<file path="src/rtl/demux_lane_scheduler.sv">
// Round-robin scheduler feeding a 4-bit 1:4 lane demux and assembling the 16-bit lane word.
// Partial words leave early on an explicit flush or after a programmable idle timeout.
module demux_lane_scheduler #(
    parameter int TIMEOUT_CYCLES = 255
) (
    input  logic        inClock,
    input  logic        inResetN,
    input  logic [3:0]  inSymbol,
    input  logic        inSymbolValid,
    output logic        outSymbolReady,
    input  logic [3:0]  inLaneEnable,
    input  logic        inFlush,
    output logic [1:0]  outDemuxSel,
    output logic [3:0]  outDemuxData,
    output logic [15:0] outWord,
    output logic [3:0]  outWordMask,
    output logic        outWordValid,
    input  logic        inWordReady
);

    localparam int            TW         = (TIMEOUT_CYCLES > 0) ? $clog2(TIMEOUT_CYCLES + 1) : 1;
    localparam logic          TIMEOUT_EN = (TIMEOUT_CYCLES != 0);
    localparam logic [TW-1:0] TIMER_MAX  = TW'(TIMEOUT_CYCLES);
    localparam logic [TW-1:0] TIMER_LAST = TW'((TIMEOUT_CYCLES > 0) ? TIMEOUT_CYCLES - 1 : 0);

    typedef enum logic [1:0] {
        ST_IDLE = 2'd0,
        ST_FILL = 2'd1,
        ST_HOLD = 2'd2
    } state_t;

    state_t          state_r;
    logic            ready_r;
    logic            valid_r;
    logic [1:0]      sel_r;
    logic [3:0]      lane_mask_r;
    logic [15:0]     word_r;
    logic [3:0]      mask_r;
    logic [TW-1:0]   timer_r;

    logic            accept_s;
    logic [3:0]      above_s;
    logic            last_s;
    logic [3:0]      mask_next_s;
    logic [3:0]      demux_data_s;
    logic            expiry_s;

    function automatic logic [1:0] lowest_lane(input logic [3:0] m);
        logic [1:0] l;
        l = 2'd0;
        for (int k = 3; k >= 0; k--) begin
            if (m[k]) begin
                l = 2'(k);
            end else begin
                l = l;
            end
        end
        return l;
    endfunction

    // Enabled lanes strictly above s: shifting past bit 3 leaves an all-ones keep-out mask.
    function automatic logic [3:0] lanes_above(input logic [3:0] m, input logic [1:0] s);
        return m & ~((4'b0010 << s) - 4'd1);
    endfunction

    // Lane 0 sits in the top nibble, lane 3 in the bottom one.
    function automatic logic [15:0] lane_insert(input logic [15:0] w, input logic [1:0] s,
                                                input logic [3:0] d);
        logic [15:0] r;
        r = w;
        case (s)
            2'd0:    r[15:12] = d;
            2'd1:    r[11:8]  = d;
            2'd2:    r[7:4]   = d;
            default: r[3:0]   = d;
        endcase
        return r;
    endfunction

    // Accept decode, next-lane search and timeout detection for the current cycle.
    always_comb begin
        accept_s = inSymbolValid & ready_r;
        above_s  = lanes_above(lane_mask_r, sel_r);
        last_s   = (above_s == 4'd0);
        if (accept_s) begin
            mask_next_s  = mask_r | (4'd1 << sel_r);
            demux_data_s = inSymbol;
        end else begin
            mask_next_s  = mask_r;
            demux_data_s = 4'd0;
        end
        expiry_s = TIMEOUT_EN && (mask_r != 4'd0) && (timer_r >= TIMER_LAST);
    end

    // Frame FSM with registered handshake outputs.
    always_ff @(posedge inClock or negedge inResetN) begin
        if (!inResetN) begin
            state_r     <= ST_IDLE;
            ready_r     <= 1'b0;
            valid_r     <= 1'b0;
            sel_r       <= 2'd0;
            lane_mask_r <= 4'd0;
            word_r      <= 16'd0;
            mask_r      <= 4'd0;
            timer_r     <= '0;
        end else begin
            case (state_r)
                ST_IDLE: begin
                    if (inLaneEnable != 4'd0) begin
                        lane_mask_r <= inLaneEnable;
                        sel_r       <= lowest_lane(inLaneEnable);
                        word_r      <= 16'd0;
                        mask_r      <= 4'd0;
                        timer_r     <= '0;
                        ready_r     <= 1'b1;
                        state_r     <= ST_FILL;
                    end else begin
                        state_r     <= ST_IDLE;
                    end
                end
                ST_FILL: begin
                    if (accept_s) begin
                        // An accept always lands, even when a flush or expiry coincides.
                        word_r  <= lane_insert(word_r, sel_r, inSymbol);
                        mask_r  <= mask_next_s;
                        timer_r <= '0;
                        if (!last_s) begin
                            sel_r <= lowest_lane(above_s);
                        end else begin
                            sel_r <= sel_r;
                        end
                        if (last_s || inFlush) begin
                            ready_r <= 1'b0;
                            valid_r <= 1'b1;
                            state_r <= ST_HOLD;
                        end else begin
                            state_r <= ST_FILL;
                        end
                    end else if ((inFlush && (mask_r != 4'd0)) || expiry_s) begin
                        ready_r <= 1'b0;
                        valid_r <= 1'b1;
                        state_r <= ST_HOLD;
                    end else if ((mask_r != 4'd0) && (timer_r < TIMER_MAX)) begin
                        timer_r <= timer_r + TW'(1);
                    end else begin
                        state_r <= ST_FILL;
                    end
                end
                ST_HOLD: begin
                    if (inWordReady) begin
                        valid_r <= 1'b0;
                        word_r  <= 16'd0;
                        mask_r  <= 4'd0;
                        timer_r <= '0;
                        if (inLaneEnable != 4'd0) begin
                            lane_mask_r <= inLaneEnable;
                            sel_r       <= lowest_lane(inLaneEnable);
                            ready_r     <= 1'b1;
                            state_r     <= ST_FILL;
                        end else begin
                            state_r     <= ST_IDLE;
                        end
                    end else begin
                        state_r <= ST_HOLD;
                    end
                end
                default: begin
                    state_r <= ST_IDLE;
                    ready_r <= 1'b0;
                    valid_r <= 1'b0;
                    word_r  <= 16'd0;
                    mask_r  <= 4'd0;
                    timer_r <= '0;
                end
            endcase
        end
    end

    assign outSymbolReady = ready_r;
    assign outWordValid   = valid_r;
    assign outWord        = word_r;
    assign outWordMask    = mask_r;
    assign outDemuxSel    = sel_r;
    assign outDemuxData   = demux_data_s;

endmodule

</file>
<file path="config.mk">
export PLATFORM = sky130hd
export DESIGN_NAME = demux_lane_scheduler
export DESIGN_NICKNAME = d
export VERILOG_FILES = /design/src/rtl/demux_lane_scheduler.sv
export SDC_FILE = /design/constraint.sdc
export NUM_CORES = 1
export LEC_CHECK = 0
export CORE_UTILIZATION = 32
export CTS_BUF_LIST = sky130_fd_sc_hd__clkbuf_4 sky130_fd_sc_hd__clkbuf_8
export CTS_CLUSTER_SIZE = 20
export DETAILED_ROUTE_END_ITERATION = 7
export GPL_TIMING_DRIVEN = 0
export PLACE_DENSITY_LB_ADDON = 0.1
export SETUP_SLACK_MARGIN = 0.3
export SLEW_MARGIN = 25
export SYNTH_ARGS = -nofsm -noshare
export SYNTH_HDL_FRONTEND = slang
export SYNTH_SLANG_ARGS = --single-unit
</file>
<file path="constraint.sdc">
create_clock -name inClock -period 4 [get_ports inClock]
set_input_delay 1.2 -clock inClock [delete_from_list [all_inputs] [get_ports inClock]]
set_output_delay 1.2 -clock inClock [all_outputs]
set_load 0.03 [all_outputs]
</file>
==> impl_metrics.ini <==
[status]
outcome = finished, final reports clean

[power_and_ir_drop]
pwr-share-seq_pct = 30.3
share_comb_of_total_power_pct = 52.7
power.switching_uw = 854
switching_share_pct = 44.5
ir_worst_vdd_v = 0.000285
p_leak_nw = 1.10
clkPwrFrac_pct = 17.0
power_density_nw_per_um2 = 766
p_int_mw = 1.06

[critical_path]
critPathKind = in -> out
cp_slowest_cell = clkdlybuf4s50_1
worstPathArrival_ns = 2.34
slowest_delay_ns = 0.57
crit_buf_inv = 2
crit_required_ns = 2.80
cp_max_fo = 6
end_kind = output port
cp_cell_sequence = clkdlybuf4s50_1 > and3_1 > dlygate4sd2_1
start_kind = input port
cp_top_family = buffers and inverters

[floorplan]
num_rows = 27
coreArea_um2 = 5570
die_x_um = 78.7
chipHeight_um = 78.7
start_util_pct = 33.8
ioPinCount = 41
die-area_um2 = 6190

[synthesis]
yosysSeqAreaShare_pct = 49.2
synth_edf_count = 0
synth_area_um2 = 1880
synth-seq-cells = 37
synthArstFlopShare_pct = 100
yosys-top-cells-area = dfrtp_1, o21ai_0, nand3_1
synth_top_area_cell = dfrtp_1
yosys.cell_types.count = 43
synth_top_area_share_pct = 49.2
ys_warn_count = 0
avgSynthCellArea_um2 = 9.55
synth_flop_cell = dfrtp_1
syn_nets = 212
synthCells = 197

[routing]
drtIter0Drc = 59
vias = 1620
first_pass_iters = 4
finalWirelength_um = 4510
drc = 0
wl_per_cell_um = 14.2
via_per_inst = 5.09
ant_nets = 0

[clocking]
cts_buffer_depth = 2
numCtsBuffers = 5
cts_hold_buf = 0
cts_setup_buffers = 0
clk_pin_slew_ns = 0.08
root_buffer = clkbuf_8
clock_latency_ns = 0.30
cts_resized = 4
cts_tree = done
h-tree-depth = 2
cts.sinks = 37

[global_route]
groute.usage.overall_pct = 15.8
globalRoute.totalOverflow = 0
grt_pass1_wl_um = 7510
grt_max_degree = 21
grt_pass1_vias = 1486
grt_antenna_before_repair = 0

[sta]
period_share_pct = 88.5
worstMarginPinSlew_ns = 0.777
fmax_mhz = 282
whs_ns = 0.504
rsz0062_at_grt = no
finalCriticalPeriod_ns = 3.54
drv_slew = 0
fin_skew_ns = 0.0104
final.setup.tns_ns = 0
slew_headroom_pct = 47.7
hold_viol = 0
setup_viol = 0

[run]
maxCapViolCount = 0

[hold_path]
hp-class = reg -> reg

[placement]
place.port_buffers = 40
gp_congestion = 0.768
dpl.hpwl_um = 3380

[finish]
final_nets = 260
area_growth_pct = 33.1
n_antenna_cell = 0
fillCellCount = 554
drive_gt1_share_pct = 8.13
==> layer usage <==
metal	track usage [%]	wire length (um)
met5	0	0
met2	23.7	2000
met4	5.56	62
met3	4.42	251
met1	21.6	2200
==> power groups by stage <==
stage | clock (mW) | sequential, mW | combinational, mW
3_5_place_dp | 0 | 0.586 | 1.02
4_1_cts | 0.338 | 0.580 | 1.02
2_1_floorplan | 0 | 0.748 | 0.491
5_1_grt | 0.357 | 0.596 | 1.11
6_report | 0.327 | 0.581 | 1.01
3_3_place_gp | 0 | 0.586 | 1.02
==> synth_stat cells, types with 2 or more instances <==
| master | count |
|---|---|
| dfrtp_1 | 37 |
| o21ai_0 | 24 |
| nand3_1 | 18 |
| nand2_1 | 17 |
| inv_1 | 13 |
| and3_1 | 10 |
| nor2_1 | 10 |
| a21oi_1 | 7 |
| clkbuf_1 | 4 |
| mux2i_1 | 4 |
| xor2_1 | 4 |
| a21boi_0 | 3 |
| a31oi_1 | 3 |
| and2_1 | 3 |
| o22ai_1 | 3 |
| or3_1 | 3 |
| a21o_1 | 2 |
| a22o_1 | 2 |
| ha_1 | 2 |
| nand2b_1 | 2 |
| nand4_1 | 2 |
| nor2b_1 | 2 |
| o211ai_1 | 2 |
==> layout by cell type (no fill, tap or decap), drive strengths merged, types with 2 or more instances in the layout <==
cell type and instances:
o211ai 2, a21o 2, clkbuf 10, o22ai 3, or3 3, o21ai 25, nand2 17, and3 11
a31oi 3, mux2i 4, nand4 2, ha 2, a22o 2, nand2b 2, nor2b 2, a21oi 8
dfrtp 37, inv 13, dlygate4sd2 4, xor2 4, buf 3, nand3 18, and2 3, nor2 10
clkdlybuf4s50 35, nor4 2, a21boi 3
==> cells by family (layout without fill, tap and decap cells) <==
family	Yosys count	count (layout)	synth area share [%]
AO/OA/AOI/OAI	55	55	19.8
buffers and inverters	19	68	3.92
adder cells (fa/ha/maj)	2	2	1.33
flip-flops	37	37	49.2
AND/OR/NAND/NOR	76	76	21.7
XOR/XNOR	4	4	1.86
multiplexers	4	4	2.13
==> worst register-to-register path: stages (launching register included) <==
cell and delay (ns):
dfrtp_1 0.43, ha_1 0.26, or3_1 0.40, a311oi_2 0.56, o31ai_1 0.20, a31oi_1 0.18
o22ai_1 0.10
==> final cells by class <==
cell class,instances,area (um2),area share (%)
Sequential cell,37,926,37.0
Multi-Input combinational cell,141,882,35.2
Timing Repair Buffer,41,418,16.7
Tap cell,72,90.1,3.60
Clock buffer,5,68.8,2.75
Inverter,13,48.8,1.95
Clock inverter,3,46.3,1.85
Buffer,6,25.0,0.999
==> path summary, 6_finish.rpt <==
check,from,end,depth (start not counted),slack (ns)
worst max register to register,timer_r[0],timer_r[7],6,1.75
max in group asynchronous,inResetN,state_r[0],2,2.70
worst min-delay path,outWord[1],outWord[1],2,0.50
min in group asynchronous,inResetN,outWord[6],1,0.83
worst min register to register,outWord[1],outWord[1],2,0.50
worst max-delay path,inSymbolValid,outDemuxData[2],3,0.46
==> sequential cells by signal, indices dropped and copies added (netlist names) <==
register / count
timer_r: 8
outSymbolReady: 1
lane_mask_r: 3
outWord: 16
outDemuxSel: 2
state_r: 2
outWordValid: 1
outWordMask: 4
==> stage by stage <==
step / worst slack, ns / cell area (um2) / util [%] / cells / power, mW
global placement: 0.160 / 2370 / 42.6 / 309 / 1.61
detailed placement: 0.165 / 2390 / 43.0 / 310 / 1.61
finish: 0.458 / 2500 / 44.9 / 318 / 1.92
global route: 0.392 / 2500 / 44.9 / 318 / 2.06
CTS: 0.440 / 2500 / 44.9 / 318 / 1.94
floorplan: 1.28 / 1880 / - / 197 / 1.24
Power figures use the tool's default switching activity.
